`src/rtl/chan_scan_pkg.sv`:
```
// Shared types and default sizing for the channel scan multiplexer.
package chan_scan_pkg;

  // Default configuration constants
  localparam int unsigned DEF_NUM_CH = 8;
  localparam int unsigned DEF_WIDTH  = 4;
  localparam int unsigned DEF_DWELL  = 4;

  // Controller state: HOLD means a sample is presented and not yet accepted
  typedef enum logic [1:0] {
    MANUAL = 2'd0,
    SCAN   = 2'd1,
    HOLD   = 2'd2
  } state_e;

endpackage

```
`src/rtl/chan_sel_mux.sv`:
```
// Combinational NUM_CH-to-1 channel selector; out-of-range selects map to channel 0.
module chan_sel_mux #(
  parameter int unsigned NUM_CH = 8,
  parameter int unsigned WIDTH  = 4,
  parameter int unsigned CW     = 3
) (
  input  logic [NUM_CH*WIDTH-1:0] data_i,
  input  logic [CW-1:0]           sel_i,
  output logic [WIDTH-1:0]        data_c,
  output logic [CW-1:0]           ch_c
);

  // Channel 0 is the fallback; any matching in-range index overrides it
  always_comb begin
    data_c = data_i[WIDTH-1:0];
    ch_c   = '0;
    for (int k = 1; k < int'(NUM_CH); k++) begin
      if (sel_i == CW'(k)) begin
        data_c = data_i[k*WIDTH +: WIDTH];
        ch_c   = CW'(k);
      end
    end
  end

endmodule

```
`src/rtl/chan_scan_mux.sv`:
```
// Channel scan multiplexer: manual or periodic-scan sampling of NUM_CH channels
// with a valid/ready output that stalls the scan while a sample is pending.
// Optional feature macro: CHAN_SCAN_MUX_MASK_EN adds a per-channel scan enable mask.
module chan_scan_mux
  import chan_scan_pkg::*;
#(
  parameter int unsigned NUM_CH = DEF_NUM_CH,
  parameter int unsigned WIDTH  = DEF_WIDTH,
  parameter int unsigned DWELL  = DEF_DWELL,
  localparam int unsigned CW    = (NUM_CH > 1) ? $clog2(NUM_CH) : 1
) (
  input  logic                    clock,
  input  logic                    reset,
  input  logic [NUM_CH*WIDTH-1:0] data_in,
  input  logic [CW-1:0]           sel,
  input  logic                    load,
  input  logic                    mode,
  input  logic                    out_ready,
`ifdef CHAN_SCAN_MUX_MASK_EN
  input  logic [NUM_CH-1:0]       ch_mask,
`endif
  output logic                    out_valid,
  output logic [WIDTH-1:0]        out_data,
  output logic [CW-1:0]           out_ch
);

  localparam int unsigned CNT_W = (DWELL > 1) ? $clog2(DWELL) : 1;

  state_e            state_q, state_d;
  logic [CNT_W-1:0]  cnt_q, cnt_d;
  logic [CW-1:0]     ptr_q, ptr_d;
  logic              valid_q, valid_d;
  logic [WIDTH-1:0]  data_q, data_d;
  logic [CW-1:0]     ch_q, ch_d;

  logic              stall_c;
  logic              scan_c;
  logic              cnt_last_c;
  logic              ptr_en_c;
  logic [CW-1:0]     nxt_ptr_c;
  logic [CW-1:0]     mux_sel_c;
  logic [WIDTH-1:0]  mux_data_c;
  logic [CW-1:0]     mux_ch_c;

  // A pending sample that the consumer refuses freezes everything
  assign stall_c    = (state_q == HOLD) && !out_ready;
  assign scan_c     = !stall_c && mode;
  assign cnt_last_c = (cnt_q == CNT_W'(DWELL - 1));
  assign mux_sel_c  = scan_c ? ptr_q : sel;

  chan_sel_mux #(
    .NUM_CH (NUM_CH),
    .WIDTH  (WIDTH),
    .CW     (CW)
  ) u_sel (
    .data_i (data_in),
    .sel_i  (mux_sel_c),
    .data_c (mux_data_c),
    .ch_c   (mux_ch_c)
  );

`ifdef CHAN_SCAN_MUX_MASK_EN
  // Current-channel enable and next enabled channel (with wrap); holds if none
  always_comb begin
    int  idx;
    logic found;
    ptr_en_c  = 1'b0;
    nxt_ptr_c = ptr_q;
    found     = 1'b0;
    idx       = 0;
    for (int k = 0; k < int'(NUM_CH); k++) begin
      if (ptr_q == CW'(k)) begin
        ptr_en_c = ch_mask[k];
      end
    end
    for (int k = 1; k < int'(NUM_CH); k++) begin
      idx = int'(ptr_q) + k;
      if (idx >= int'(NUM_CH)) begin
        idx = idx - int'(NUM_CH);
      end
      if (!found && ch_mask[idx]) begin
        nxt_ptr_c = CW'(idx);
        found     = 1'b1;
      end
    end
  end
`else
  // Every channel is scanned; pointer wraps from the last channel to 0
  assign ptr_en_c  = 1'b1;
  assign nxt_ptr_c = (ptr_q == CW'(NUM_CH - 1)) ? '0 : ptr_q + CW'(1);
`endif

  // Next-state, dwell counter, channel pointer and output sample selection
  always_comb begin
    logic capture;
    state_d = state_q;
    cnt_d   = cnt_q;
    ptr_d   = ptr_q;
    valid_d = valid_q;
    data_d  = data_q;
    ch_d    = ch_q;
    capture = 1'b0;

    if (!stall_c) begin
      if (scan_c) begin
        if (cnt_last_c) begin
          cnt_d   = '0;
          ptr_d   = nxt_ptr_c;
          capture = ptr_en_c;
        end else begin
          cnt_d = cnt_q + CNT_W'(1);
        end
      end else begin
        // Manual operation keeps the scan position parked at channel 0,
        // so a later switch to scan always starts from a clean position.
        cnt_d   = '0;
        ptr_d   = '0;
        capture = load;
      end
      valid_d = capture;
      if (capture) begin
        data_d = mux_data_c;
        ch_d   = mux_ch_c;
      end
    end

    case (state_q)
      HOLD: begin
        if (!stall_c) begin
          state_d = valid_d ? HOLD : (mode ? SCAN : MANUAL);
        end
      end
      MANUAL, SCAN: begin
        state_d = valid_d ? HOLD : (mode ? SCAN : MANUAL);
      end
      default: begin
        state_d = MANUAL;
      end
    endcase
  end

  // State and output registers with synchronous reset
  always_ff @(posedge clock) begin
    if (reset) begin
      state_q <= MANUAL;
      cnt_q   <= '0;
      ptr_q   <= '0;
      valid_q <= 1'b0;
      data_q  <= '0;
      ch_q    <= '0;
    end else begin
      state_q <= state_d;
      cnt_q   <= cnt_d;
      ptr_q   <= ptr_d;
      valid_q <= valid_d;
      data_q  <= data_d;
      ch_q    <= ch_d;
    end
  end

  assign out_valid = valid_q;
  assign out_data  = data_q;
  assign out_ch    = ch_q;

endmodule

```
`config.mk`:
```
export PLATFORM = sky130hd
export DESIGN_NAME = chan_scan_mux
export DESIGN_NICKNAME = d
export VERILOG_FILES = /design/src/rtl/chan_scan_pkg.sv /design/src/rtl/chan_sel_mux.sv /design/src/rtl/chan_scan_mux.sv
export SDC_FILE = /design/constraint.sdc
export NUM_CORES = 1
export LEC_CHECK = 0
export ABC_AREA = 1
export ABC_CLOCK_PERIOD_IN_PS = 1900
export BUFFER_PORTS_ARGS = -buffer_cell sky130_fd_sc_hd__buf_2
export CORE_MARGIN = 4
export CORE_UTILIZATION = 49
export CTS_BUF_LIST = sky130_fd_sc_hd__clkbuf_2
export DETAILED_ROUTE_END_ITERATION = 10
export MAX_ROUTING_LAYER = met4
export PLACE_DENSITY = 0.82
export SYNTH_ARGS = -nofsm -noshare
export SYNTH_HDL_FRONTEND = slang
export SYNTH_SLANG_ARGS = --single-unit
```
`constraint.sdc`:
```
create_clock -name clock -period 1.9 [get_ports clock]
set_input_delay 0.38 -clock clock [delete_from_list [all_inputs] [get_ports clock]]
set_output_delay 0.38 -clock clock [all_outputs]
set_load 0.005 [all_outputs]
```
## After elaboration in Yosys (flattened, before gate mapping)

Cells that the tools add are included.

- Bits of input ports: 40
- Bits in registers: 15
- Output and inout port bits: 8
- Word-level logic and storage cells: 58

- Reductions and logical operators: 8
- Eq/ne operators: 13
- Add/subtract/negate cells: 2
- Bitwise logic cells: 1
- Muxes and demuxes: 28

Operators with widths:

| cell | count |
|---|---|
| two-way mux 4 bit | 7 |
| two-way mux 3 bit | 8 |
| == test 3 bit (second input constant) | 5 |
| two-way mux 2 bit | 6 |
| == test 3 x 2 -> 1 bit (second input constant) | 2 |
| two-way mux 1 bit | 6 |
| == test 2 bit (second input constant) | 2 |
| case mux 2 bit (2 select lines) | 1 |
| AND reduction 2 bit | 2 |
| adder 3 x 1 -> 3 bit (second input constant) | 1 |
| == test 3 x 1 -> 1 bit (second input constant) | 1 |
| adder 2 x 1 -> 2 bit (second input constant) | 1 |
| == test 2 x 1 -> 1 bit (second input constant) | 1 |
| logical AND 1 bit | 2 |
| logical NOT 1 bit | 2 |
| logical NOT 2 bit | 1 |
| inequality test 2 x 1 -> 1 bit (second input constant) | 1 |
| inequality test 2 bit (second input constant) | 1 |
| OR reduction 2 bit | 1 |
| NOT 1 bit | 1 |

## Longest topological paths before layout

Gate-level depths: netlist (run 1).

- Depth after elaboration: 13
- Gate-level depth with buffers: 16
- Mapped depth without buffers: 16

## By module

A second synthesis (run 1) with hierarchy kept.

- Cell total of the unflattened synthesis: 194
- Area, all modules: 1203.7 µm²

By module, submodules not included:

| module | times used | cells each | area an instance (µm²) |
|---|---|---|---|
| chan_scan_mux | 1 | 103 | 754.5 |
| chan_sel_mux | 1 | 91 | 449.2 |

## Least setup slack after synthesis (run 1)

No wires, ideal clock.

- Path type: input-to-reg
- Start point: input out_ready
- End point: register data_q[0], in the netlist out_data[0]
- Buffers on the path: 0
- Arrival time: 1.530 ns
- Stages on the path: 13
- Setup slack: 0.238 ns
- Cells stage by stage: inv_2 > nand3_2 > nand3_1 > nand2_2 > inv_4 > nand2_1 > nor2_4 > inv_2 > or2_0 > nand2_1 > nand2_1 > nand2_1 > a21oi_1

- Longest elaborated chain between the ends: 13
- Elaborated cells on any way between the ends: 23

Ends and longest elaborated chain:

| what | RTL line | RTL |
|---|---|---|
| start, declared | chan_scan_mux.sv:18 | `input logic out_ready,` |
| logical NOT 1 bit * | chan_scan_mux.sv:46 | `assign stall_c = (state_q == HOLD) && !out_ready;` |
| logical AND 1 bit * | chan_scan_mux.sv:46 |  |
| logical NOT 1 bit | n/a |  |
| logical AND 1 bit | chan_scan_mux.sv:47 | `assign scan_c = !stall_c && mode;` |
| two-way mux 3 bit | chan_scan_mux.sv:49 | `assign mux_sel_c = scan_c ? ptr_q : sel;` |
| == test 3 x 1 -> 1 bit | chan_sel_mux.sv:18 | `if (sel_i == CW'(k)) begin` |
| two-way mux 4 bit (7 in a row) | chan_sel_mux.sv:18 |  |
| end signal, assigned | chan_scan_mux.sv:156 | `data_q <= data_d;` |
| end, declared | chan_scan_mux.sv:33 | `logic [WIDTH-1:0] data_q, data_d;` |

Every way passes the cells marked *; elsewhere a longest branch is shown, timed or not. The select of a mux whose other input is x is not followed.
A chain may end at the register's enable or synchronous reset.

## Worst setup path in the final report (run 1)

- Start point: register state_q[1]
- End point: register data_q[2], in the netlist out_data[2]

- Longest elaborated chain between the ends: 13
- Elaborated cells on any way between the ends: 23

Ends and longest elaborated chain:

| what | RTL line | RTL |
|---|---|---|
| start, declared | chan_scan_mux.sv:29 | `state_e state_q, state_d;` |
| start signal, assigned | chan_scan_mux.sv:152 | `state_q <= state_d;` |
| == test 2 bit * | chan_scan_mux.sv:46 |  |
| logical AND 1 bit * | chan_scan_mux.sv:46 |  |
| logical NOT 1 bit | n/a |  |
| logical AND 1 bit | chan_scan_mux.sv:47 |  |
| two-way mux 3 bit | chan_scan_mux.sv:49 |  |
| == test 3 x 1 -> 1 bit | chan_sel_mux.sv:18 |  |
| two-way mux 4 bit (7 in a row) | chan_sel_mux.sv:18 |  |

Marked as above.

==> report_table.html, run 1 <==
<table>
<tr><th>Metric</th><th>Value</th></tr>
<tr><th colspan="2">Status</th></tr>
<tr><td>Result of the run</td><td>finished clean</td></tr>
<tr><th colspan="2">Detailed routing</th></tr>
<tr><td>Via count</td><td>approximately 1300</td></tr>
<tr><td>DRT Wirelength</td><td>approximately 2.7 mm</td></tr>
<tr><td>Avg WL per Cell</td><td>around 11 µm</td></tr>
<tr><td>Number of remaining DRC errors</td><td>0</td></tr>
<tr><td>Number of detailed-routing iterations run before antenna repair</td><td>4</td></tr>
<tr><td>Number of nets still failing antenna checks after routing</td><td>0</td></tr>
<tr><td>Via-to-Cell Ratio</td><td>around 4.9</td></tr>
<tr><td>DRC violation total after the first TritonRoute iteration</td><td>14</td></tr>
<tr><th colspan="2">Timing</th></tr>
<tr><td>Skew final</td><td>roughly 0.011 ns</td></tr>
<tr><td>Clock period minus worst slack</td><td>1.75 ns</td></tr>
<tr><td>Setup TNS Final</td><td>0 ns</td></tr>
<tr><td>Share of the clock period used by the worst path after layout</td><td>0.923</td></tr>
<tr><td>Relative slew slack</td><td>0.855</td></tr>
<tr><td>Peak Freq</td><td>570 MHz</td></tr>
<tr><td>Worst Max-Slew Pin Slew</td><td>~0.22 ns</td></tr>
<tr><td>Final hold viol count</td><td>0</td></tr>
<tr><td>Max-slew violations</td><td>0</td></tr>
<tr><td>Final count of negative-setup-slack endpoints</td><td>0</td></tr>
<tr><th colspan="2">GRT</th></tr>
<tr><td>Total congestion overflow</td><td>0</td></tr>
<tr><td>Global-route met3 utilization</td><td>0.0443</td></tr>
<tr><td>Pin count of the biggest net entering global routing</td><td>11</td></tr>
<tr><td>GR Util met1</td><td>0.212</td></tr>
<tr><td>Via count of the first global-routing pass</td><td>between 1000 and 1500</td></tr>
<tr><td>Number of antenna violations at the first check in global routing</td><td>0</td></tr>
<tr><td>GRT Util Overall</td><td>0.177</td></tr>
<tr><td>Global-route wire length before repair</td><td>4.46 mm</td></tr>
<tr><td>Global routing's busiest layer</td><td>met2</td></tr>
<tr><td>Grt met2 use</td><td>0.307</td></tr>
<tr><th colspan="2">Logic synthesis</th></tr>
<tr><td>Post-synth design cell area</td><td>1090 µm²</td></tr>
<tr><td>Post-synthesis instance total</td><td>around 170</td></tr>
<tr><td>Post-synthesis net count</td><td>about 220</td></tr>
<tr><td>Average footprint of a synthesized cell</td><td>about 6.3 µm²</td></tr>
<tr><td>Number of storage elements in the synthesis netlist</td><td>15</td></tr>
<tr><td>Yosys Warn Count</td><td>0</td></tr>
<tr><td>Number of unique standard cell types used by synthesis</td><td>26</td></tr>
<tr><td>Share of the yosys chip area belonging to registers</td><td>0.274</td></tr>
<tr><th colspan="2">Floorplanning</th></tr>
<tr><td>Site row count</td><td>16</td></tr>
<tr><td>Die Wd</td><td>55.3 µm</td></tr>
<tr><td>I/O pin count</td><td>48</td></tr>
<tr><td>Initial Util</td><td>0.536</td></tr>
<tr><td>Die height</td><td>approximately 55 µm</td></tr>
<tr><td>Core box area</td><td>between 2000 and 2500 µm²</td></tr>
<tr><td>Area of the die</td><td>approximately 3100 µm²</td></tr>
<tr><th colspan="2">Hold path</th></tr>
<tr><td>Hold path startpoint</td><td>out_ready</td></tr>
<tr><td>Worst min-delay path class</td><td>input pin to register</td></tr>
<tr><th colspan="2">Setup path</th></tr>
<tr><td>Critical Path Slowest Stage Cell</td><td>sky130_fd_sc_hd__dfxtp_2</td></tr>
<tr><td>Cell repeated most along the worst path</td><td>sky130_fd_sc_hd__nand2_1</td></tr>
<tr><td>Stage delay of the slowest cell on the critical path</td><td>~0.37 ns</td></tr>
<tr><td>Max Fanout on Critical Path</td><td>8</td></tr>
<tr><td>Sum of buffers and inverters on the critical path</td><td>1</td></tr>
<tr><td>Type of the worst setup path</td><td>register to register</td></tr>
<tr><td>Required time at the endpoint of the critical path</td><td>2.07 ns</td></tr>
<tr><td>WP data arrival</td><td>between 1.5 and 2 ns</td></tr>
<tr><td>Crit. Startpoint</td><td>state_q[1]</td></tr>
<tr><td>Critical Path Source Type</td><td>register</td></tr>
<tr><td>Cells traversed along the worst timing path</td><td>nand3_2 -&gt; nand3_1 -&gt; nand2_4 -&gt; buf_4 -&gt; nor2_4 -&gt; nand2_1 -&gt; or2_1 -&gt; nand2_1 -&gt; nand2_1 -&gt; nand2_1 -&gt; a21oi_1</td></tr>
<tr><td>Critical path endpoint category</td><td>register</td></tr>
<tr><td>Critical register-to-register path startpoint</td><td>state_q[1]</td></tr>
<tr><td>Delay-heaviest family, CP</td><td>simple AND/OR/NAND/NOR gates</td></tr>
<tr><th colspan="2">CTS</th></tr>
<tr><td>Num CTS Buffers</td><td>3</td></tr>
<tr><td>Clock tree root buffer cell</td><td>sky130_fd_sc_hd__clkbuf_2</td></tr>
<tr><td>Clock tree from TritonCTS</td><td>yes</td></tr>
<tr><td>Largest buffer count on any clock path</td><td>2</td></tr>
<tr><td>Later-pin clock latency in the skew report</td><td>0.28 ns</td></tr>
<tr><td>Sink count of the clock tree</td><td>15</td></tr>
<tr><td>Total of hold buffers inserted after clock tree synthesis</td><td>0</td></tr>
<tr><td>Htree depth</td><td>1</td></tr>
<tr><td>CTS clk-pin slew, worst paths</td><td>roughly 0.14 ns</td></tr>
<tr><td>Post-CTS Setup Repair Bufs</td><td>0</td></tr>
<tr><th colspan="2">Job</th></tr>
<tr><td>Max-Cap Viols</td><td>0</td></tr>
<tr><th colspan="2">Placement</th></tr>
<tr><td>Total placed instance area</td><td>roughly 1400 µm²</td></tr>
<tr><td>Port Buf Inserts</td><td>47</td></tr>
<tr><td>Final weighted congestion in routability-driven placement</td><td>0.847</td></tr>
<tr><td>Hpwl dp</td><td>approximately 2.2 mm</td></tr>
<tr><th colspan="2">Layout</th></tr>
<tr><td>Final Util</td><td>0.713</td></tr>
<tr><td>Diodes inserted</td><td>0</td></tr>
<tr><td>Post-route cell area</td><td>roughly 1500 µm²</td></tr>
<tr><td>Total Nets Final</td><td>273</td></tr>
<tr><td>Layout overhead on the synthesized area</td><td>33.0%</td></tr>
<tr><td>Filler Cells Inserted</td><td>between 150 and 200</td></tr>
<tr><td>Area of the multi-input gates</td><td>a little under 700 µm²</td></tr>
<tr><td>Layout cell share with drive strength beyond 1</td><td>0.358</td></tr>
<tr><td>Sequential standard cell area</td><td>between 300 and 400 µm²</td></tr>
<tr><th colspan="2">Pwr</th></tr>
<tr><td>Pwr per Cell Area</td><td>600 nW/µm²</td></tr>
<tr><td>Worst vdd ir</td><td>0.000613 V</td></tr>
<tr><td>Static Leak</td><td>around 0.0008 µW</td></tr>
</table>
[metrics by stage]
step | setup WS [ns] | std cells | hold slack, ns | total power, µW
floorplan | 0.238 | 174 | 0.447 | 594
global placement | 0.0286 | 252 | 0.451 | 713
detailed placement | -0.0269 | 252 | 0.458 | 725
CTS | 0.101 | 256 | 0.331 | 877
global route | -0.00668 | 256 | 0.334 | 940
finish | 0.147 | 256 | 0.337 | 873
[worst min-delay path, cell delays in order]
cell and delay, ns:
sky130_fd_sc_hd__buf_2 0.08, sky130_fd_sc_hd__inv_2 0.03, sky130_fd_sc_hd__nand2_1 0.05, sky130_fd_sc_hd__a21oi_1 0.05
[power by group]
part           switching, µW  internal (µW)
Clock                   93.4           55.8
Combinational            202            157
Sequential              19.0            347
Total                    314            559
[cell usage after synthesis]
master	number	area (µm²)
sky130_fd_sc_hd__or2_1	2	12.5
sky130_fd_sc_hd__nand3_2	4	40.0
sky130_fd_sc_hd__nor3_1	2	10.0
sky130_fd_sc_hd__ha_1	3	37.5
sky130_fd_sc_hd__a211oi_1	3	22.5
sky130_fd_sc_hd__buf_2	1	5.00
sky130_fd_sc_hd__dfxtp_1	15	300
sky130_fd_sc_hd__inv_1	14	52.6
sky130_fd_sc_hd__a21oi_1	16	80.1
sky130_fd_sc_hd__o21ai_0	7	35.0
sky130_fd_sc_hd__o21ai_1	2	10.0
sky130_fd_sc_hd__clkbuf_1	1	3.75
sky130_fd_sc_hd__nor3_4	1	16.3
sky130_fd_sc_hd__nand2_2	2	12.5
sky130_fd_sc_hd__or2_0	1	6.26
sky130_fd_sc_hd__nand3_1	8	40.0
sky130_fd_sc_hd__o211ai_1	2	15.0
sky130_fd_sc_hd__inv_4	1	6.26
sky130_fd_sc_hd__nor2_4	3	33.8
sky130_fd_sc_hd__buf_6	1	11.3
sky130_fd_sc_hd__nand2_4	2	22.5
sky130_fd_sc_hd__nand2_1	48	180
sky130_fd_sc_hd__inv_2	8	30.0
sky130_fd_sc_hd__nand4_1	2	12.5
sky130_fd_sc_hd__nor2_1	24	90.1
sky130_fd_sc_hd__o21ai_2	1	8.76
[layout make-up]
class	instances	share of cell area
inverter	23	0.0627
tap	27	0.0232
timing repair buffer	54	0.215
clock buffer	4	0.0137
multi-input combinational	133	0.478
sequential	15	0.208
[cell families after synthesis]
logic type                 count (synthesis)  synth area share
adders and majority gates                  3            0.0343
and+or+nand+nor                           99             0.435
buffers and inverters                     26            0.0994
AOI/OAI and AO/OA                         31             0.157
DFF                                       15             0.274
[flip-flops by register name (all words and copies together), names as in the netlist]
| register | count |
|---|---|
| out_valid | 1 |
| out_data | 4 |
| state_q | 2 |
| cnt_q | 2 |
| out_ch | 3 |
| ptr_q | 3 |
[final timing paths]
check / end / slack [ns] / cells after the start
worst max-delay path: out_data[2] / 0.15 / 11
worst max register to register: out_data[2] / 0.15 / 11
worst min-delay path: state_q[1] / 0.34 / 4
worst min register to register: out_valid / 0.47 / 2
[layout by cell type (no fill, tap or decap), types with 3 or more instances in the layout]
cell type / n
sky130_fd_sc_hd__nand2_1: 48
sky130_fd_sc_hd__buf_2: 47
sky130_fd_sc_hd__nor2_1: 24
sky130_fd_sc_hd__a21oi_1: 16
sky130_fd_sc_hd__inv_1: 14
sky130_fd_sc_hd__dfxtp_1: 13
sky130_fd_sc_hd__inv_2: 8
sky130_fd_sc_hd__nand3_1: 8
sky130_fd_sc_hd__o21ai_0: 7
sky130_fd_sc_hd__buf_4: 5
sky130_fd_sc_hd__nand3_2: 4
sky130_fd_sc_hd__nand2_4: 4
sky130_fd_sc_hd__clkbuf_2: 4
sky130_fd_sc_hd__a211oi_1: 3
sky130_fd_sc_hd__nor2_4: 3
sky130_fd_sc_hd__ha_1: 3
[routing by layer]
metal  routed length, µm  vias to the layer above
li1                    -                      666
met2                1310                       35
met3                 164                        0
met1                1230                      549
met5                   0                        -
met4                   0                        0
[what timing repair did]
item                       CTS  global route
setup endpoints to repair    0             4
gates resized for setup      0             5
hold endpoints to repair     0             0
No activity file was read; power rests on OpenSTA's default activity.
==> inputs of run 2 (changes only) <==
ABC_CLOCK_PERIOD_IN_PS = unset   (was 1900)
BUFFER_PORTS_ARGS = -buffer_cell sky130_fd_sc_hd__clkbuf_2   (was -buffer_cell sky130_fd_sc_hd__buf_2)
==> run 2 against run 1 <==
Register-to-register slack hardly changed. Highest routed layer unchanged. Combinational power hardly changed. Setup slack worse by 0.0034 ns. First-iteration DRC count grew to 3.7 times the previous value. Hold slack worse by 0.017 ns. Sequential share of layout area is 0.22 points higher. Die area stayed put. Via count is 3.4% higher. Total power is 0.43% higher. Clock skew is 0.0068 ns lower. Clock power is 5% higher. Non-clock buffer count is 1 lower.
==> report_table.html, run 2 (synthesized netlist as in run 1, its figures left out) <==
<table>
<tr><th>Metric</th><th>Value</th></tr>
<tr><th colspan="2">Detailed routing</th></tr>
<tr><td>Avg WL per Cell</td><td>11.2 µm (was 10.6 µm)</td></tr>
<tr><td>DRT Wirelength</td><td>2.85 mm (was 2.71 mm)</td></tr>
<tr><td>Via-to-Cell Ratio</td><td>5.07 (was 4.88)</td></tr>
<tr><td>Number of detailed-routing iterations run before antenna repair</td><td>4 (unchanged)</td></tr>
<tr><td>DRC violation total after the first TritonRoute iteration</td><td>52 (was 14)</td></tr>
<tr><td>Via count</td><td>1292 (was 1250)</td></tr>
<tr><td>Number of remaining DRC errors</td><td>0 (unchanged)</td></tr>
<tr><td>Number of nets still failing antenna checks after routing</td><td>0 (unchanged)</td></tr>
<tr><th colspan="2">CTS</th></tr>
<tr><td>Num CTS Buffers</td><td>3 (unchanged)</td></tr>
<tr><td>Clock tree root buffer cell</td><td>sky130_fd_sc_hd__clkbuf_2 (unchanged)</td></tr>
<tr><td>Later-pin clock latency in the skew report</td><td>0.29 ns (was 0.28 ns)</td></tr>
<tr><td>Clock tree from TritonCTS</td><td>yes (unchanged)</td></tr>
<tr><td>CTS clk-pin slew, worst paths</td><td>0.15 ns (was 0.14 ns)</td></tr>
<tr><td>Post-CTS Setup Repair Bufs</td><td>0 (unchanged)</td></tr>
<tr><td>Total of hold buffers inserted after clock tree synthesis</td><td>0 (unchanged)</td></tr>
<tr><td>Htree depth</td><td>1 (unchanged)</td></tr>
<tr><td>Largest buffer count on any clock path</td><td>2 (unchanged)</td></tr>
<tr><td>Sink count of the clock tree</td><td>15 (unchanged)</td></tr>
<tr><td>Quantity of gates resized following cts</td><td>0 (unchanged)</td></tr>
<tr><th colspan="2">Floorplanning</th></tr>
<tr><td>Area of the die</td><td>3050 µm² (unchanged)</td></tr>
<tr><td>Die height</td><td>55.3 µm (unchanged)</td></tr>
<tr><td>Core box area</td><td>2040 µm² (unchanged)</td></tr>
<tr><td>Die Wd</td><td>55.3 µm (unchanged)</td></tr>
<tr><td>Initial Util</td><td>0.536 (unchanged)</td></tr>
<tr><td>Site row count</td><td>16 (unchanged)</td></tr>
<tr><td>I/O pin count</td><td>48 (unchanged)</td></tr>
<tr><th colspan="2">Pwr</th></tr>
<tr><td>Switching power share of the total</td><td>0.374 (was 0.360)</td></tr>
<tr><td>Sequential power share</td><td>0.417 (was 0.419)</td></tr>
<tr><td>Worst vdd ir</td><td>0.000674 V (was 0.000613 V)</td></tr>
<tr><td>Pwr per Cell Area</td><td>609 nW/µm² (was 600 nW/µm²)</td></tr>
<tr><td>Static Leak</td><td>0.000789 µW (was 0.000791 µW)</td></tr>
<tr><td>Internal Pwr Total</td><td>549 µW (was 559 µW)</td></tr>
<tr><td>Clock network fraction of total power</td><td>0.177 (was 0.171)</td></tr>
<tr><td>Net load switching power</td><td>328 µW (was 314 µW)</td></tr>
<tr><td>Share of total power in combinational logic</td><td>0.405 (was 0.410)</td></tr>
<tr><th colspan="2">Setup path</th></tr>
<tr><td>Critical Path Source Type</td><td>register (unchanged)</td></tr>
<tr><td>Critical register-to-register path startpoint</td><td>state_q[0] (was state_q[1])</td></tr>
<tr><td>Reg-to-reg slack, setup</td><td>0.14 ns (was 0.15 ns)</td></tr>
<tr><td>Max Fanout on Critical Path</td><td>10 (was 8)</td></tr>
<tr><td>WP data arrival</td><td>1.99 ns (was 1.92 ns)</td></tr>
<tr><td>Worst R2R End</td><td>out_data[0] (was out_data[2])</td></tr>
<tr><td>Reg2Reg Depth</td><td>15 (was 11)</td></tr>
<tr><td>Critical path endpoint category</td><td>register (unchanged)</td></tr>
<tr><td>Crit. Startpoint</td><td>state_q[0] (was state_q[1])</td></tr>
<tr><td>Capturing element of the worst setup path</td><td>out_data[0] (was out_data[2])</td></tr>
<tr><td>Type of the worst setup path</td><td>register to register (unchanged)</td></tr>
<tr><td>Required time at the endpoint of the critical path</td><td>2.13 ns (was 2.07 ns)</td></tr>
<tr><th colspan="2">Placement</th></tr>
<tr><td>Final weighted congestion in routability-driven placement</td><td>0.935 (was 0.847)</td></tr>
<tr><td>Port Buf Inserts</td><td>47 (unchanged)</td></tr>
<tr><td>Hpwl dp</td><td>2.41 mm (was 2.23 mm)</td></tr>
<tr><th colspan="2">Layout</th></tr>
<tr><td>Filler Cells Inserted</td><td>194 (was 199)</td></tr>
<tr><td>Total Nets Final</td><td>272 (was 273)</td></tr>
<tr><td>Sequential standard cell area</td><td>303 µm² (unchanged)</td></tr>
<tr><td>Most common library cell in the layout ignoring fill and taps</td><td>sky130_fd_sc_hd__clkbuf_2 (was sky130_fd_sc_hd__nand2_1)</td></tr>
<tr><td>Commonest cells after routing, fill and taps aside</td><td>sky130_fd_sc_hd__clkbuf_2, sky130_fd_sc_hd__nand2_1, sky130_fd_sc_hd__nor2_1, sky130_fd_sc_hd__a21oi_1, sky130_fd_sc_hd__inv_1 (was sky130_fd_sc_hd__nand2_1, sky130_fd_sc_hd__buf_2, sky130_fd_sc_hd__nor2_1, sky130_fd_sc_hd__a21oi_1, sky130_fd_sc_hd__inv_1)</td></tr>
<tr><td>Area of the multi-input gates</td><td>691 µm² (was 696 µm²)</td></tr>
<tr><td>Max FFs per register</td><td>4 (unchanged)</td></tr>
<tr><td>Diodes inserted</td><td>0 (unchanged)</td></tr>
<tr><td>Layout overhead on the synthesized area</td><td>31.7% (was 33.0%)</td></tr>
<tr><td>Layout cell share with drive strength beyond 1</td><td>0.355 (was 0.358)</td></tr>
<tr><th colspan="2">Job</th></tr>
<tr><td>Max-Cap Viols</td><td>0 (unchanged)</td></tr>
<tr><th colspan="2">Hold path</th></tr>
<tr><td>Worst min-delay path class</td><td>input pin to register (unchanged)</td></tr>
<tr><th colspan="2">GRT</th></tr>
<tr><td>Grt met2 use</td><td>0.301 (was 0.307)</td></tr>
<tr><td>Via count of the first global-routing pass</td><td>1170 (was 1152)</td></tr>
<tr><td>Number of antenna violations at the first check in global routing</td><td>0 (unchanged)</td></tr>
<tr><td>Global-route met3 utilization</td><td>0.0606 (was 0.0443)</td></tr>
<tr><td>GRT Util Overall</td><td>0.196 (was 0.177)</td></tr>
<tr><td>Global-route wire length before repair</td><td>4.84 mm (was 4.46 mm)</td></tr>
<tr><td>Global routing's busiest layer</td><td>met2 (unchanged)</td></tr>
<tr><td>Pin count of the biggest net entering global routing</td><td>11 (unchanged)</td></tr>
<tr><td>GR Util met1</td><td>0.262 (was 0.212)</td></tr>
<tr><td>Total congestion overflow</td><td>0 (unchanged)</td></tr>
<tr><th colspan="2">Timing</th></tr>
<tr><td>Worst Max-Slew Pin Slew</td><td>0.283 ns (was 0.217 ns)</td></tr>
<tr><td>Share of the clock period used by the worst path after layout</td><td>0.925 (was 0.923)</td></tr>
<tr><td>Final hold viol count</td><td>0 (unchanged)</td></tr>
<tr><td>Skew final</td><td>0.00384 ns (was 0.0106 ns)</td></tr>
<tr><td>Setup TNS Final</td><td>0 ns (unchanged)</td></tr>
<tr><td>Setup repair after global routing missed its margin</td><td>no</td></tr>
<tr><td>Peak Freq</td><td>569 MHz (was 570 MHz)</td></tr>
<tr><td>Relative slew slack</td><td>0.812 (was 0.855)</td></tr>
<tr><td>Max-slew violations</td><td>0 (unchanged)</td></tr>
<tr><td>Hold Worst Slack</td><td>0.320 ns (was 0.337 ns)</td></tr>
<tr><td>Clock period minus worst slack</td><td>1.76 ns (was 1.75 ns)</td></tr>
<tr><td>Final count of negative-setup-slack endpoints</td><td>0 (unchanged)</td></tr>
<tr><th colspan="2">Status</th></tr>
<tr><td>Result of the run</td><td>finished clean (unchanged)</td></tr>
</table>
## run 2: how the worst min path moves through the flow
| stage | from | slack (ns) | end | cells after the start |
|---|---|---|---|---|
| finish | out_ready | 0.32 | state_q[1] | 4 |
| global route | out_ready | 0.34 | state_q[1] | 4 |
| CTS | out_ready | 0.32 | state_q[1] | 4 |
| detailed placement | out_valid | 0.46 | out_valid | 2 |
| global placement | out_data[3] | 0.45 | out_data[3] | 2 |
| floorplan | cnt_q[1] | 0.45 | cnt_q[1] | 2 |
## run 2: metrics by stage
stage                     setup slack [ns]  instance area [µm²]  std cells  total power (µW)   util
after floorplan                      0.238                 1090        174               594      -
after global placement              0.0423                 1410        251               714  0.692
after detailed placement          -0.00336                 1410        251               725  0.692
after CTS                           0.0930                 1430        255               874  0.702
after global routing               0.00629                 1440        255               941  0.706
final                                0.143                 1440        255               877  0.706
## run 2: layout make-up
class | instances | share of cell area
multi-input cells | 133 | 0.479
repair buffers | 53 | 0.212
flip-flops and latches | 15 | 0.210
inverters | 23 | 0.0616
well taps | 27 | 0.0234
clock buffers | 3 | 0.0104
clock inverters | 1 | 0.00347
## run 2: power by group through the flow
stage	Combinational (µW)	Clock [µW]	Sequential, µW
detailed placement	354	0	372
finish	355	156	366
CTS	355	155	365
global placement	344	0	370
global route	401	169	370
floorplan	224	0	370
## run 2: metal layers
metal	share of wire	wire, µm	up-vias
li1	-	-	669
met2	0.47	1330	47
met3	0.073	209	0
met1	0.46	1320	576
met5	0	0	-
met4	0	0	0
## run 2: worst max-delay path, stage by stage (launching register included)
cell                      delay, ns
sky130_fd_sc_hd__dfxtp_2       0.36
sky130_fd_sc_hd__inv_2         0.05
sky130_fd_sc_hd__nand3_2       0.12
sky130_fd_sc_hd__nand2_4       0.13
sky130_fd_sc_hd__nand2_1       0.09
sky130_fd_sc_hd__nand2_4       0.15
sky130_fd_sc_hd__nand3_2       0.15
sky130_fd_sc_hd__nand2_1       0.10
sky130_fd_sc_hd__nand2_1       0.05
sky130_fd_sc_hd__o21ai_1       0.13
sky130_fd_sc_hd__nand2_1       0.07
sky130_fd_sc_hd__nand2_1       0.06
sky130_fd_sc_hd__nand2_1       0.05
sky130_fd_sc_hd__nand2_1       0.05
sky130_fd_sc_hd__nand2_1       0.04
sky130_fd_sc_hd__a21oi_1       0.11
